`config.mk`:
```
export PLATFORM = sky130hd
export DESIGN_NAME = wb_load_align
export DESIGN_NICKNAME = d
export VERILOG_FILES = /design/src/rtl/wb_load_align.sv
export SDC_FILE = /design/constraint.sdc
export NUM_CORES = 1
export LEC_CHECK = 0
export CAP_MARGIN = 20
export CORE_MARGIN = 2
export CORE_UTILIZATION = 47
export CTS_CLUSTER_DIAMETER = 120
export CTS_CLUSTER_SIZE = 30
export DETAILED_ROUTE_END_ITERATION = 6
export GPL_ROUTABILITY_DRIVEN = 1
export PLACE_DENSITY_LB_ADDON = 0.12
export RECOVER_POWER = 25
export SYNTH_ARGS = -nofsm -noshare
export SYNTH_HDL_FRONTEND = slang
export SYNTH_SLANG_ARGS = --single-unit
```
`constraint.sdc`:
```
create_clock -name clk -period 2.25 [get_ports clk]
set_input_delay 0.45 -clock clk [delete_from_list [all_inputs] [get_ports clk]]
set_output_delay 0.45 -clock clk [all_outputs]
set_load 0.005 [all_outputs]
```
`src/rtl/wb_load_align.sv`:
```
// Writeback stage: commits ALU results and MIPS32 little-endian aligned loads to the GPR write port.
// Optional load-response timeout is compiled in with `define WB_LOAD_TIMEOUT_EN.
module wb_load_align #(
  parameter int TIMEOUT_CYCLES = 255
) (
  input  logic        clk,
  input  logic        reset,
  input  logic        in_valid,
  output logic        in_ready,
  input  logic [4:0]  in_rd_addr,
  input  logic [31:0] in_result,
  input  logic        in_is_load,
  input  logic [2:0]  in_load_op,
  input  logic [1:0]  in_addr_lo,
  input  logic        dmem_rvalid,
  input  logic [31:0] dmem_rdata,
  output logic [4:0]  rd_addr,
  output logic [31:0] rd_in,
  output logic [3:0]  rd_byte_w_en,
  output logic        write,
  output logic        load_err
);

  typedef enum logic [1:0] {IDLE, WAIT_MEM, COMMIT} state_t;

  localparam logic [2:0] OP_LB  = 3'b000;
  localparam logic [2:0] OP_LBU = 3'b001;
  localparam logic [2:0] OP_LH  = 3'b010;
  localparam logic [2:0] OP_LHU = 3'b011;
  localparam logic [2:0] OP_LWL = 3'b101;
  localparam logic [2:0] OP_LWR = 3'b110;

  state_t      state, state_nx;
  logic [4:0]  pend_rd, pend_rd_nx;
  logic [2:0]  pend_op, pend_op_nx;
  logic [1:0]  pend_lo, pend_lo_nx;
  logic [4:0]  rd_addr_nx;
  logic [31:0] rd_in_nx;
  logic [3:0]  en_nx;
  logic        write_nx;
  logic        err_nx;
  logic        accept;
  logic        timeout_hit;

  logic [31:0] al_data;
  logic [3:0]  al_en;
  logic [7:0]  byte_sel;
  logic [15:0] half_sel;

  assign in_ready = (state != WAIT_MEM);
  assign accept   = in_valid && in_ready;

  // Load alignment works on the latched op/offset and the live memory word.
  always_comb begin
    // NOTE: every output of a combinational block gets a default first so no path infers a latch.
    al_data  = dmem_rdata;
    al_en    = 4'b1111;
    byte_sel = dmem_rdata[{pend_lo, 3'b000} +: 8];
    half_sel = pend_lo[1] ? dmem_rdata[31:16] : dmem_rdata[15:0];
    case (pend_op)
      OP_LB:   al_data = {{24{byte_sel[7]}}, byte_sel};
      OP_LBU:  al_data = {24'h0, byte_sel};
      OP_LH:   al_data = {{16{half_sel[15]}}, half_sel};
      OP_LHU:  al_data = {16'h0, half_sel};
      // 3-a equals ~a for a 2-bit offset.
      OP_LWL: begin
        al_data = dmem_rdata << {~pend_lo, 3'b000};
        al_en   = 4'b1111 << ~pend_lo;
      end
      OP_LWR: begin
        al_data = dmem_rdata >> {pend_lo, 3'b000};
        al_en   = 4'b1111 >> pend_lo;
      end
      default: ;
    endcase
  end

`ifdef WB_LOAD_TIMEOUT_EN
  localparam int CW = (TIMEOUT_CYCLES < 1) ? 1 : $clog2(TIMEOUT_CYCLES + 1);
  logic [CW-1:0] wait_cnt;

  assign timeout_hit = (wait_cnt == CW'(TIMEOUT_CYCLES));

  always_ff @(posedge clk) begin
    if (reset || state != WAIT_MEM) begin
      wait_cnt <= '0;
    end else if (!dmem_rvalid && !timeout_hit) begin
      wait_cnt <= wait_cnt + 1'b1;
    end
  end
`else
  assign timeout_hit = 1'b0;
`endif

  always_comb begin
    state_nx   = state;
    pend_rd_nx = pend_rd;
    pend_op_nx = pend_op;
    pend_lo_nx = pend_lo;
    rd_addr_nx = rd_addr;
    rd_in_nx   = rd_in;
    en_nx      = 4'b0000;
    write_nx   = 1'b0;
    err_nx     = 1'b0;
    case (state)
      WAIT_MEM: begin
        if (dmem_rvalid) begin
          state_nx   = COMMIT;
          rd_addr_nx = pend_rd;
          rd_in_nx   = al_data;
          write_nx   = (pend_rd != 5'd0);
          en_nx      = write_nx ? al_en : 4'b0000;
        end else if (timeout_hit) begin
          state_nx = IDLE;
          err_nx   = 1'b1;
        end
      end
      default: begin
        if (!accept) begin
          state_nx = IDLE;
        end else if (in_is_load) begin
          state_nx   = WAIT_MEM;
          pend_rd_nx = in_rd_addr;
          pend_op_nx = in_load_op;
          pend_lo_nx = in_addr_lo;
        end else begin
          // Writes to r0 still pass through COMMIT but never reach the GPR.
          state_nx   = COMMIT;
          rd_addr_nx = in_rd_addr;
          rd_in_nx   = in_result;
          write_nx   = (in_rd_addr != 5'd0);
          en_nx      = write_nx ? 4'b1111 : 4'b0000;
        end
      end
    endcase
  end

  always_ff @(posedge clk) begin
    // NOTE: sequential state uses non-blocking assignments so every flop samples pre-edge values.
    if (reset) begin
      state        <= IDLE;
      pend_rd      <= '0;
      pend_op      <= '0;
      pend_lo      <= '0;
      rd_addr      <= '0;
      rd_in        <= '0;
      rd_byte_w_en <= '0;
      write        <= 1'b0;
      load_err     <= 1'b0;
    end else begin
      state        <= state_nx;
      pend_rd      <= pend_rd_nx;
      pend_op      <= pend_op_nx;
      pend_lo      <= pend_lo_nx;
      rd_addr      <= rd_addr_nx;
      rd_in        <= rd_in_nx;
      rd_byte_w_en <= en_nx;
      write        <= write_nx;
      load_err     <= err_nx;
    end
  end

endmodule

```
# Word level (Yosys, flattened, before mapping)
# Index checks and enable logic that the tools add are counted.
# totals
regBits	54
inputBits	79
out_inout_bits	44
wordCells	56
# classes
n_eq_ne	9
n_shift	5
n_mux	25
bitwise	2
n_reduce_logical	7
# op_table
op	n
$pmux W32 S6	1
$mux W32	4
$shiftx A32 B6 Y8	1
$shl A32 B5 Y32	1
$shr A32 B5 Y32	1
$mux W4	6
$mux W5	4
$mux W16	1
$reduce_bool A5 Y1	2
$mux W2	4
$pmux W4 S2	1
$eq A3 B2 Y1 const B	2
$eq A3 B3 Y1 const B	2
$reduce_and A3 Y1	2
$mux W1	4
$ne A2 B1 Y1 const B	2
$shl A4 B2 Y4 const A	1
$shr A4 B2 Y4 const A	1
$eq A3 B1 Y1 const B	1
$logic_not A3 Y1	1
$eq A2 B1 Y1 const B	1
$ne A2 B2 Y1 const B	1
$not A2 Y2	1
$reduce_bool A2 Y1	1
2 further kinds	2

# Longest topological paths before layout
# Gate-level depths: netlist of the first run.
# logic_depth
word_depth	6
ltp_mapped	8
ltp_nobuf	6

# Worst setup path before layout of the first run
# Ideal clock, no wire load.
# synth_path
path_type	reg2reg
start	reg pend_lo[1]
end	reg rd_in[24]
setup_time_ps	150
arrival_ps	1775
t_required_ps	2100
slack_ps	324
path_stages_with_launch	8
period_less_slack_ps	1926
path_cell_list	dfxtp_1 buf_6 mux4_2 a211oi_1 or3_1 buf_2 o2111a_1 a2111oi_2
# synth_between
elab_chain_len	5
word_cells_on_any_way	8
cone_classes	3 x shift; 4 x mux; 1 x bitwise
# synth_lines
element	line_no	text
start, declared	36	logic [1:0] pend_lo, pend_lo_nx;
start signal, assigned	154	pend_lo <= pend_lo_nx;
branches (longest 2 deep; another with $shiftx A32 B6 Y8)	-	
$pmux W32 S6 *	60	case (pend_op)
$mux W32 *	107	if (dmem_rvalid) begin
$mux W32 *	105	case (state)
end signal, assigned	156	rd_in <= rd_in_nx;
end, declared	18	output logic [31:0] rd_in,
# Every way passes the cells marked *. The select of a mux whose other input is x is not followed.
# A chain may end at the register's enable or synchronous reset.

# Final worst setup path of the first run
# layout_path
start	reg pend_lo[1]
end	reg rd_in[1]
# Same word-level chain as after synthesis.

==> impl_metrics.tcl, run 1 <==
set metrics [dict create \
    ys_top_cells_by_area "dfxtp_1, a21oi_1, nor2_1" \
    async_flop_share_pct 0 \
    fin_tns_setup_ps 0 \
    yosysWarnings 0 \
    rrSetupSlack_ps 130 \
    cts_tree "yes" \
    postCtsHoldBufs 0 \
    post-route-util_pct 69.37 \
    synth_edf_count 0 \
    num_vias 4405 \
    hpwl_um 10180 \
    die_w_um 93.17 \
    fmax_ghz 0.4724 \
    powerDensity_nw_per_um2 465.5 \
    critPathRequiredTime_ps 2460 \
    syn2layout_area_growth_pct 43.42 \
    hold_slack_ps 484.2 \
    wl_per_cell_um 18.95 \
    tightestPinTransition_ps 610.2 \
    rows 32 \
    rsz0062_at_grt "no" \
    diodes 0 \
    drt_iter0_drc 358 \
    synthesis.area_sq_um 3737 \
    synthFlopType "dfxtp_1" \
    clock-root-buffer "clkbuf_8" \
    final_cells 712 \
    finalCritPeriodShare_pct 94.09 \
    leakage_nw 1.931 \
    drv_cap 0 \
    overflow 0 \
    cp-start-kind "flop" \
    placedCellCount 704 \
    cts_sinks 54 \
    placed_cell_area_sq_um 5248 \
    yosysMostFrequentCell "a21oi_1" \
    gp_congestion 0.9086 \
    fillers 658 \
    track_usage_pct 30.65 \
    fin_ws_ps 133.0 \
    setup_violations 0 \
    drt_pass1_iterations 5 \
    cts_buffers 5 \
    crit_path_max_fanout 59 \
    clock_path_buffers 2 \
    drive_gt1_share_pct 14.10 \
    io_pins 123 \
    pre_cts_ws_ps -301.9 \
    crit_arrival_ps 2330 \
    yosys-top-cells-count "a21oi_1, nor2_1, dfxtp_1" \
    total_power_mw 2.495 \
    final_nets 688 \
    clk_transition_reported_paths_ps 110 \
    viasPerCell 6.187 \
    clock_skew_ps 8.583 \
    grt_max_degree 60 \
    syn_avg_cell_area_sq_um 7.722 \
    postRouteAntennaNets 0 \
    drc_errors 0 \
    synth_cell_types 51 \
    synth_cells 484 \
    min_period_ps 2117 \
    io_buffers 121 \
    max_stage_delay_ps 500 \
    antenna_found_initial 1 \
    synth-seq-area-share_pct 28.93 \
    hold_viol 0 \
    peakVddDrop_uv 328.5 \
    slowest_stage "buf_4" \
    synth-seq-cells 54 \
    htreeDepth 2 \
    final_max_slew_viol_count 0 \
    yosys.area.top_type "dfxtp_1" \
    max_slew_margin_pct 59.32 \
    min_path_type "reg -> reg" \
    grt_pass1_vias 4027 \
    initial_core_util_pct 48.36 \
    fp.coreArea_sq_um 7727 \
    insertion_delay_ps 320 \
    run_status "completed" \
    grt_pass1_wl_um 21240 \
    synth_nets 563 \
    synth_top_area_share_pct 28.93 \
    die_area_sq_um 8681 \
    fin_area_sq_um 5360 \
    worstPathCellList "buf_4, nor2_1, o21ai_0, a21oi_1, or3_1" \
    path_class "reg -> reg" \
    cp-end-kind "flop" \
    die_h_um 93.17 \
    wl_um 13490 \
]
routing by layer:
| metal | global-route usage (%) | wire length [um] |
|---|---|---|
| met5 | 0 | 13 |
| met2 | 47.64 | 5982 |
| met3 | 5.641 | 1180 |
| met1 | 43.93 | 6089 |
| met4 | 7.475 | 226 |
critical path, delay by kind of cell, from the launching register on:
kind | cells | cell delay (ps)
simple gates | 2 | 610
buf+inv | 1 | 500
compound gates | 2 | 440
flops | 1 | 420
flip-flops by register name (all words and copies together), names as in the netlist:
register,flops
pend_op,3
rd_addr,5
pend_lo,2
rd_byte_w_en,4
write,1
pend_rd,5
rd_in,32
state,2
placed cells by master, fill, tap and decap left out, types with 3 or more instances in the layout:
cell | netlist | layout
nand2_1 | 48 | 48
buf_12 | 0 | 3
nand3b_1 | 3 | 3
nand3_1 | 10 | 10
mux2_2 | 9 | 9
o21a_1 | 8 | 8
or3_1 | 9 | 8
a211oi_1 | 11 | 10
nand2b_1 | 3 | 3
nor2_1 | 62 | 62
clkbuf_8 | 0 | 5
o21ai_0 | 9 | 9
clkdlybuf4s50_1 | 0 | 97
dfxtp_1 | 54 | 53
o2bb2ai_1 | 8 | 8
dlygate4sd3_1 | 0 | 23
buf_4 | 2 | 41
a2111oi_2 | 7 | 7
o22ai_1 | 9 | 9
nor3_1 | 9 | 9
o221a_2 | 8 | 8
o221ai_1 | 9 | 9
inv_1 | 4 | 4
nor2b_1 | 5 | 4
a311oi_1 | 12 | 12
o2111a_1 | 7 | 7
a21oi_1 | 70 | 70
a22oi_1 | 8 | 8
a221oi_1 | 8 | 8
mux2i_1 | 22 | 22
final cells by class:
type                       count  area [sq um]  area share, %
tap                          102         127.6          2.381
inverter                       4         15.01         0.2801
sequential                    54          1082          20.19
clock buffer                   5         68.82          1.284
timing repair buffer         165          1574          29.37
multi-input combinational    379          2465          45.98
clock inverter                 3         27.53         0.5135
where the power goes:
part	internal, mW	leakage, nW	total [mW]	switching, mW
clock network	0.232	0.0467	0.598	0.366
registers	1.03	0.444	1.07	0.0472
logic	0.431	1.44	0.824	0.394
total	1.69	1.93	2.50	0.807
cells by family (layout without fill, tap and decap cells):
logic type / count (synthesis) / after routing / synth area share (%)
flip-flops: 54 / 54 / 28.93
AO/OA/AOI/OAI: 186 / 186 / 36.26
buffers and inverters: 51 / 177 / 5.858
multiplexers: 33 / 33 / 9.809
AND/OR/NAND/NOR: 159 / 159 / 19.05
other: 1 / 1 / 0.1003
repair_timing:
action,4_1_cts,5_1_grt
gates resized for setup,0,3
buffers inserted,0,0
setup endpoints to repair,0,15
worst paths after layout:
check | startpoint | cells after the start | to
hold reg to reg | pend_rd[3] | 2 | pend_rd[3]
hold / removal | pend_rd[3] | 2 | pend_rd[3]
setup reg to reg | pend_lo[1] | 5 | rd_in[1]
setup / recovery | pend_lo[1] | 5 | rd_in[1]
No activity file was read; power rests on OpenSTA's default activity.
==> run 2: changes to the inputs <==
--- a/config.mk
+++ b/config.mk
@@ -5,9 +5,9 @@
 export SDC_FILE = /design/constraint.sdc
 export NUM_CORES = 1
 export LEC_CHECK = 0
+export ABC_AREA = 1
 export CAP_MARGIN = 20
-export CORE_MARGIN = 2
-export CORE_UTILIZATION = 47
+export CORE_UTILIZATION = 48
 export CTS_CLUSTER_DIAMETER = 120
 export CTS_CLUSTER_SIZE = 30
 export DETAILED_ROUTE_END_ITERATION = 6
==> impl_metrics.tcl, run 2 <==
set metrics [dict create \
    drv_cap 0 \
    seq_power_share_pct 41.5 \
    wl_um 14420 \
    async_flop_share_pct 0 \
    die_area_sq_um 8721 \
    final_cells 907 \
    postRouteAntennaNets 0 \
    drt_iter0_drc 519 \
    rr_startpoint "state[0]" \
    max_slew_margin_pct 45.36 \
    top_regs "rd_in (32), pend_rd (5), rd_addr (5)" \
    run_status "completed" \
    diodes 0 \
    fin_area_sq_um 5366 \
    yosys-top-cells-count "nand2_1, nand3_1, a21oi_1" \
    path_class "reg -> out" \
    worstPathCellList "nand2_4, clkdlybuf4s50_1" \
    synth_top_area_share_pct 26.97 \
    crit_cells 2 \
    grt_max_degree 50 \
    drive_gt1_share_pct 5.217 \
    min_period_ps 2002 \
    synth_edf_count 0 \
    postCtsSetupRepairBufs 0 \
    power_switching_mw 0.9248 \
    fin_ws_ps 247.6 \
    rsz0062_at_grt "no" \
    crit_arrival_ps 1550 \
    io_buffers 121 \
    clock_skew_ps 16.63 \
    die_w_um 93.39 \
    grt_pass1_vias 4752 \
    drc_errors 0 \
    grt_pass1_wl_um 22920 \
    cts_sinks 54 \
    r2r-end "pend_rd[3]" \
    fmax_ghz 0.4994 \
    clkPwrFrac_pct 22.3 \
    synth-seq-area-share_pct 26.97 \
    viasPerCell 5.740 \
    rows 32 \
    num_vias 5206 \
    ctsResizeCount 0 \
    drt_pass1_iterations 7 \
    fp.coreArea_sq_um 7888 \
    synthesis.area_sq_um 4009 \
    swShare_pct 35.56 \
    final_cell_mix "nand2_1, clkdlybuf4s50_1, nand3_1" \
    insertion_delay_ps 320 \
    track_usage_pct 33.40 \
    reg2regPathDepth 5 \
    min_path_type "reg -> reg" \
    cp-end-kind "output pin" \
    crit_path_max_fanout 25 \
    p_comb_share_pct 36.2 \
    yosys.area.top_type "dfxtp_1" \
    cp-start-kind "flop" \
    critPathRequiredTime_ps 1800 \
    overflow 0 \
    synth_cells 707 \
    final_common_cell "nand2_1" \
    antenna_found_initial 0 \
    yosysMostFrequentCell "nand2_1" \
    ys_top_cells_by_area "dfxtp_1, nand2_1, nand3_1" \
    internal-power_mw 1.676 \
    clock-root-buffer "clkbuf_8" \
    critPathTopFamily "flip-flops" \
    die_h_um 93.39 \
    cts_tree "yes" \
    yosysWarnings 0 \
    powerDensity_nw_per_um2 484.6 \
    pre_cts_ws_ps 234.1 \
    wl_per_cell_um 15.89 \
    peakVddDrop_uv 336.0 \
    hold_viol 0 \
    leakage_nw 2.443 \
    postCtsHoldBufs 0 \
    syn2layout_area_growth_pct 33.86 \
    tightestPinTransition_ps 819.6 \
    io_pins 123 \
    crit_buf_inv 1 \
    max_stage_delay_ps 510 \
    final_nets 884 \
    gp_congestion 0.9020 \
    hpwl_um 10150 \
    fin_tns_setup_ps 0 \
    rrSetupSlack_ps 310 \
    clk_transition_reported_paths_ps 100 \
    synth-seq-cells 54 \
    finalCritPeriodShare_pct 89.00 \
    setup_violations 0 \
    synth_cell_types 23 \
    synth_nets 786 \
    initial_core_util_pct 50.82 \
    synthFlopType "dfxtp_1" \
    final_max_slew_viol_count 0 \
    clock_path_buffers 2 \
    largest_reg_flops 32 \
    slowest_stage "dfxtp_1" \
    placedCellCount 900 \
    startpoint "state[0]" \
    syn_avg_cell_area_sq_um 5.670 \
    htreeDepth 2 \
    placed_cell_area_sq_um 5290 \
    regMostFlops "rd_in" \
    crit_end "in_ready" \
    cts_buffers 5 \
]
==> run 2: cell types whose count changed after synthesis, moves of 11 or more <==
| cell | previous run | this run |
|---|---|---|
| a311oi_1 | 12 | 0 |
| nand2_1 | 48 | 188 |
| inv_1 | 4 | 29 |
| buf_2 | 10 | 23 |
| a211oi_1 | 11 | 0 |
| o21ai_0 | 9 | 77 |
| mux2i_1 | 22 | 0 |
| nand3_1 | 10 | 107 |
| a21oi_1 | 70 | 92 |
==> run 2: cells by family after synthesis <==
kind of cell           count (synthesis)  synth area share (%)
DFF                                   54                 26.97
buffers and inverters                 87                 9.363
AOI/OAI and AO/OA                    179                 22.50
other                                  1               0.09354
and+or+nand+nor                      386                 41.07
==> run 2: how the worst min path moves through the flow <==
| stage | start | end | slack (ps) | cells after the start |
|---|---|---|---|---|
| global route | pend_rd[0] | pend_rd[0] | 510 | 2 |
| floorplan | pend_rd[4] | pend_rd[4] | 430 | 2 |
| finish | pend_rd[4] | pend_rd[4] | 470 | 2 |
| global placement | pend_rd[4] | pend_rd[4] | 450 | 2 |
| detailed placement | pend_rd[4] | pend_rd[4] | 460 | 2 |
| CTS | pend_rd[4] | pend_rd[4] | 480 | 2 |
==> run 2: layout make-up <==
cell class / count / area (sq um)
multi-input combinational: 566 / 2552
clock buffer: 5 / 68.82
clock inverter: 2 / 13.76
fill: 702 / 2521
inverter: 36 / 135.1
tap: 102 / 127.6
sequential: 54 / 1081
timing repair buffer: 142 / 1388
==> run 2: per-layer routing <==
metal | up-vias | track usage [%] | part of all wire (%)
li1 | 2534 | - | -
met1 | 2343 | 43.38 | 41
met2 | 295 | 55.02 | 46
met3 | 34 | 4.390 | 9.0
met4 | 0 | 14.87 | 3.4
met5 | - | 0 | 0
==> run 2: worst register-to-register path: cells and delay by family (launching register included) <==
kind / cells / cell delay, ps
compound gates: 2 / 370
buf+inv: 1 / 630
flops: 1 / 510
simple gates: 2 / 350
==> run 2: stage by stage <==
stage / power (mW) / utilization [%] / hold WS [ps]
floorplan: 1.594 / - / 433.8
CTS: 2.598 / 68.12 / 475.4
global placement: 2.018 / 67.07 / 448.5
detailed placement: 2.031 / 67.07 / 459.6
global route: 2.743 / 68.04 / 510.6
finish: 2.601 / 68.04 / 472.7
==> run 2: power by group through the flow <==
stage	logic [mW]	registers [mW]	clock network, mW
after CTS	0.936	1.08	0.582
after global routing	1.04	1.09	0.617
after floorplan	0.497	1.10	0
after detailed placement	0.931	1.10	0
final	0.942	1.08	0.579
after global placement	0.918	1.10	0
